--- src/rtl/nodf_module_intf.sv ---
// Transaction monitor for an ap_start/ap_ready/ap_done/ap_continue handshake: latency and activity statistics.
// Optional feature: define NODF_MODULE_INTF_STALL_CNT_EN to add the stall_cnt output (count of WAIT cycles).
module nodf_module_intf #(
   parameter int CNT_W = 32
) (
   input  logic             clock,
   input  logic             reset,
   input  logic             ap_start,
   input  logic             ap_ready,
   input  logic             ap_done,
   input  logic             ap_continue,
   input  logic             finish,
   output logic [1:0]       state,
   output logic             busy,
   output logic [CNT_W-1:0] txn_cnt,
   output logic [CNT_W-1:0] ready_cnt,
   output logic [CNT_W-1:0] busy_cyc,
   output logic [CNT_W-1:0] last_lat,
   output logic [CNT_W-1:0] min_lat,
   output logic [CNT_W-1:0] max_lat,
   output logic             smp_valid,
   output logic [CNT_W-1:0] smp_lat,
   output logic             finished
`ifdef NODF_MODULE_INTF_STALL_CNT_EN
   ,
   output logic [CNT_W-1:0] stall_cnt
`endif
);

   // state    | meaning
   // S_IDLE   | no transaction in flight
   // S_RUN    | started, waiting for ap_done
   // S_WAIT   | done seen, waiting for ap_continue
   // S_FROZEN | run finished, statistics held until reset
   typedef enum logic [1:0] {
      S_IDLE   = 2'b00,
      S_RUN    = 2'b01,
      S_WAIT   = 2'b10,
      S_FROZEN = 2'b11
   } state_t;

   localparam logic [CNT_W-1:0] ONE = CNT_W'(1);

   function automatic logic [CNT_W-1:0] sat_inc(input logic [CNT_W-1:0] v);
      return (&v) ? v : v + ONE;
   endfunction

   state_t           state_q, state_d;
   logic [CNT_W-1:0] lat_q, lat_d, lat_inc, done_lat;
   logic             complete, hold;

   logic [CNT_W-1:0] txn_cnt_q, txn_cnt_d, ready_cnt_q, ready_cnt_d;
   logic [CNT_W-1:0] busy_cyc_q, busy_cyc_d, last_lat_q, last_lat_d;
   logic [CNT_W-1:0] min_lat_q, min_lat_d, max_lat_q, max_lat_d;
   logic [CNT_W-1:0] smp_lat_q, smp_lat_d;
   logic             smp_valid_q, smp_valid_d;

   always_ff @(posedge clock) begin
      if (reset) begin
         state_q <= S_IDLE;
         lat_q   <= '0;
      end else begin
         state_q <= state_d;
         lat_q   <= lat_d;
      end
   end

   // lat_q counts cycles already spent; the completing cycle adds one more.
   always_comb begin
      state_d  = state_q;
      lat_d    = lat_q;
      lat_inc  = sat_inc(lat_q);
      done_lat = lat_inc;
      complete = 1'b0;
      case (state_q)
         S_IDLE: begin
            if (ap_start) begin
               lat_d = ONE;
               if (ap_done && ap_continue) begin
                  complete = 1'b1;
                  done_lat = ONE;
               end else if (ap_done) begin
                  state_d = S_WAIT;
               end else begin
                  state_d = S_RUN;
               end
            end
         end
         S_RUN, S_WAIT: begin
            lat_d = lat_inc;
            if ((state_q == S_RUN && ap_done && ap_continue) ||
                (state_q == S_WAIT && ap_continue)) begin
               complete = 1'b1;
               state_d  = ap_start ? S_RUN : S_IDLE;
               lat_d    = ONE;
            end else if (state_q == S_RUN && ap_done) begin
               state_d = S_WAIT;
            end
         end
         default: state_d = S_FROZEN;
      endcase
      if (finish) begin
         state_d  = S_FROZEN;
         complete = 1'b0;
      end
   end

   always_comb begin
      state    = state_q;
      busy     = (state_q == S_RUN) || (state_q == S_WAIT);
      finished = (state_q == S_FROZEN);
   end

   assign hold = finish || (state_q == S_FROZEN);

   // busy_cyc includes the accepting start cycle seen from IDLE.
   always_comb begin
      txn_cnt_d   = txn_cnt_q;
      ready_cnt_d = ready_cnt_q;
      busy_cyc_d  = busy_cyc_q;
      last_lat_d  = last_lat_q;
      min_lat_d   = min_lat_q;
      max_lat_d   = max_lat_q;
      smp_lat_d   = smp_lat_q;
      smp_valid_d = 1'b0;
      if (!hold) begin
         if (ap_ready) ready_cnt_d = sat_inc(ready_cnt_q);
         if (state_q != S_IDLE || ap_start) busy_cyc_d = sat_inc(busy_cyc_q);
         if (complete) begin
            txn_cnt_d   = sat_inc(txn_cnt_q);
            last_lat_d  = done_lat;
            smp_valid_d = 1'b1;
            smp_lat_d   = done_lat;
            if (txn_cnt_q == '0) begin
               min_lat_d = done_lat;
               max_lat_d = done_lat;
            end else begin
               if (done_lat < min_lat_q) min_lat_d = done_lat;
               if (done_lat > max_lat_q) max_lat_d = done_lat;
            end
         end
      end
   end

   always_ff @(posedge clock) begin
      if (reset) begin
         txn_cnt_q   <= '0;
         ready_cnt_q <= '0;
         busy_cyc_q  <= '0;
         last_lat_q  <= '0;
         min_lat_q   <= '0;
         max_lat_q   <= '0;
         smp_lat_q   <= '0;
         smp_valid_q <= 1'b0;
      end else begin
         txn_cnt_q   <= txn_cnt_d;
         ready_cnt_q <= ready_cnt_d;
         busy_cyc_q  <= busy_cyc_d;
         last_lat_q  <= last_lat_d;
         min_lat_q   <= min_lat_d;
         max_lat_q   <= max_lat_d;
         smp_lat_q   <= smp_lat_d;
         smp_valid_q <= smp_valid_d;
      end
   end

   assign txn_cnt   = txn_cnt_q;
   assign ready_cnt = ready_cnt_q;
   assign busy_cyc  = busy_cyc_q;
   assign last_lat  = last_lat_q;
   assign min_lat   = min_lat_q;
   assign max_lat   = max_lat_q;
   assign smp_lat   = smp_lat_q;
   assign smp_valid = smp_valid_q;

`ifdef NODF_MODULE_INTF_STALL_CNT_EN
   logic [CNT_W-1:0] stall_cnt_q, stall_cnt_d;

   always_comb begin
      stall_cnt_d = stall_cnt_q;
      if (!hold && state_q == S_WAIT) stall_cnt_d = sat_inc(stall_cnt_q);
   end

   always_ff @(posedge clock) begin
      if (reset) stall_cnt_q <= '0;
      else       stall_cnt_q <= stall_cnt_d;
   end

   assign stall_cnt = stall_cnt_q;
`endif

endmodule

--- config.mk ---
export PLATFORM = sky130hd
export DESIGN_NAME = nodf_module_intf
export DESIGN_NICKNAME = d
export VERILOG_FILES = /design/src/rtl/nodf_module_intf.sv
export SDC_FILE = /design/constraint.sdc
export NUM_CORES = 1
export LEC_CHECK = 0
export CAP_MARGIN = 15
export CORE_MARGIN = 8
export CORE_UTILIZATION = 48
export CTS_CLUSTER_SIZE = 28
export DETAILED_ROUTE_END_ITERATION = 6
export PLACE_DENSITY_LB_ADDON = 0.3
export SYNTH_ARGS = -nofsm -noshare
export SYNTH_HDL_FRONTEND = slang
export SYNTH_SLANG_ARGS = --single-unit
--- constraint.sdc ---
create_clock -name clock -period 4.4 [get_ports clock]
set_clock_uncertainty 0.1 [all_clocks]
set_input_delay 0.88 -clock clock [delete_from_list [all_inputs] [get_ports clock]]
set_output_delay 0.88 -clock clock [all_outputs]
set_load 0.02 [all_outputs]
==> out/qor.yml <==
synth-warning-count: 0
h-tree-depth: 1
ys_seq_area_share_pct: 36.2
peakVddDrop_mv: 0.338
cp.arrival_ns: 4.53
wl_per_cell_um: 17.2
yosysTopAreaCell: "dfxtp_1"
antenna_found_initial: 0
synth_seq_cells: 227
cp_max_fo: 13
die_h_um: 178
worst_pin_slew_ns: 0.926
ant_nets: 0
synth_top_area_share_pct: 36.2
first_global_vias: 11800
hold_path_class: "reg2reg"
hold_viol_final: 0
initialDrtViolationCount: 884
clock.fmax_mhz: 237
drt-pass1-iter-count: 6
outcome: "finished, final reports clean"
grt_max_degree: 109
syn-cell-area_um2: 12600
cts-buffers-inserted: 25
finalSetupTns_ns: 0
setup_viol: 0
initial_core_util_pct: 48.5
cts_sinks: 227
area_growth_pct: 31.9
crit_required_ns: 4.72
dieArea_um2: 31600
p_leak_uw: 0.00615
syn_area_per_cell_um2: 8.00
startpoint: "lat_q[23]"
routed_wl_mm: 37.3
core_um2: 25900
grt.total_usage_pct: 22.4
numPortBuffers: 235
crit_path_start_kind: "flop"
cap_violations: 0
layout.cells.non_filler: 2170
synthTopCellsByCount: "dfxtp_1, nor2_1, nand2_1, a21oi_1, inv_1"
clk_pin_slew_ns: 0.06
syn_nets: 1650
r2r_cells: 14
synth-async-reset-ratio_pct: 0
drc: 0
placedCellCount: 2122
p_per_area_nw_per_um2: 303
fin_crit_ns: 4.22
place.gp.congestion: 0.890
drive_gt1_share_pct: 10.8
rows: 59
setup_slack_ns: 0.184
ctsHoldBuffers: 0
crit_type: "reg2reg"
cts_tree: "yes"
slew_headroom_pct: 38.1
syn_inst: 1571
finalPower_uw: 5030
place_ws_ns: -0.140
synthTopCellsByArea: "dfxtp_1, ha_1, nor2_1"
grt_pass1_wl_mm: 59.6
synth_flop_cell: "dfxtp_1"
synth_cell_types: 63
nets: 1899
r2r-end: "max_lat[26]"
vias_per_cell: 5.59
setup.worst_path.end: "max_lat[26]"
cts_root_buf: "clkbuf_16"
reg2reg_from: "lat_q[23]"
final_util_pct: 64.0
synthMostInstantiatedCell: "dfxtp_1"
reg2reg_slack_ns: 0.18
grt.overflow.total: 0
endpoint_kind: "flop"
clk_path_buf_depth: 3
die_w_um: 178
finalCritPeriodShare_pct: 95.8
finalMaxSlewViolations: 0
synth-edff-count: 0
io_pins: 236
clock_latency_ns: 0.53
diodes: 0
vias: 12100
dp_hpwl_mm: 27.2
[power breakdown]
| group | internal (µW) | switching, µW | total (µW) |
|---|---|---|---|
| sequential | 2080 | 21.9 | 2100 |
| combinational | 278 | 469 | 747 |
| clock | 1320 | 864 | 2190 |
| total | 3680 | 1360 | 5030 |
[area by class of cell]
type	instances	area [µm²]
Clock inverter	9	149
Tap cell	335	419
Clock buffer	33	686
Timing Repair Buffer	328	3120
Sequential cell	227	4550
Multi-Input combinational cell	1145	7300
Inverter	93	349
Fill cell	2195	9340
[worst max-delay path, stage by stage (launching register included)]
cell       delay, ns
dfxtp_1         0.42
and4_2          0.28
nand4_1         0.21
o311ai_1        0.33
buf_4           0.24
o21ai_1         0.08
a21oi_1         0.34
ha_1            0.32
a2111oi_0       0.58
o21ai_0         0.17
o21ai_0         0.11
nand3_1         0.14
a31oi_4         0.25
buf_6           0.19
mux2_2          0.35
[registers in the layout (all words and copies together) (netlist names)]
| signal | flops |
|---|---|
| busy_cyc | 32 |
| lat_q | 32 |
| max_lat | 32 |
| min_lat | 32 |
| ready_cnt | 32 |
| smp_lat | 32 |
| smp_valid | 1 |
| state | 2 |
| txn_cnt | 32 |
[per-stage QoR]
step	area, µm²	hold WS, ns
global placement	15500	0.357
floorplan	12600	0.369
finish	16600	0.367
detailed placement	15500	0.362
global route	16600	0.394
CTS	16400	0.370
[routing by layer]
layer	up-vias	GRT usage, %	share of wire, %
li1	5902	-	-
met2	432	37.0	46
met4	0	6.70	2.3
met3	67	4.34	7.6
met5	-	0	0
met1	5719	29.3	44
[worst min path at each step]
| stage | start | endpoint | slack (ns) | cells after the start |
|---|---|---|---|---|
| 6_report | smp_lat[11] | smp_lat[11] | 0.37 | 2 |
| 5_1_grt | smp_lat[11] | smp_lat[11] | 0.39 | 2 |
| 4_1_cts | smp_lat[12] | smp_lat[12] | 0.37 | 2 |
| 3_5_place_dp | smp_lat[12] | smp_lat[12] | 0.36 | 2 |
| 3_3_place_gp | smp_lat[24] | smp_lat[24] | 0.36 | 2 |
| 2_1_floorplan | lat_q[28] | lat_q[28] | 0.37 | 2 |
[repair_timing]
item | CTS | global route
gates resized for setup | 3 | 43
endpoints found under the hold margin | 0 | 0
buffers inserted | 0 | 8
setup endpoints to repair | 27 | 64
gates cloned | 0 | 0
pin swaps | 3 | 13
[layout by cell type, fill, tap and decap left out, types with 9 or more instances in the layout]
master           synthesis  final
inv_1                   93     93
ha_1                    72     72
clkdlybuf4s50_1          0    234
a21oi_1                119    113
xnor2_1                 59     57
mux2_2                  16     16
nor3_1                  44     41
and4_1                  16     14
buf_4                   32     85
nor2_1                 223    218
nand3_1                 69     69
nor4_1                  24     20
a21o_1                   9      9
nand2b_1                32     32
xor2_1                  40     38
o21ai_0                 50     48
or3_1                   26     26
dfxtp_1                227    220
nand4_1                 42     42
and2_1                   9      9
clkbuf_16                0     25
mux2i_1                 51     50
and3_1                  25     25
nand2_1                132    132
[logic make-up (layout without fill, tap and decap cells)]
group | after synthesis | in the layout | share of synthesized area, %
and+or+nand+nor | 666 | 666 | 25.7
xor gates and xnor gates | 99 | 99 | 6.90
buffers and inverters | 199 | 463 | 7.11
adders and majority gates | 72 | 72 | 7.17
AOI/OAI and AO/OA | 241 | 241 | 11.4
muxes | 67 | 67 | 5.50
DFF | 227 | 227 | 36.2
(Power assumes the default switching activity.)
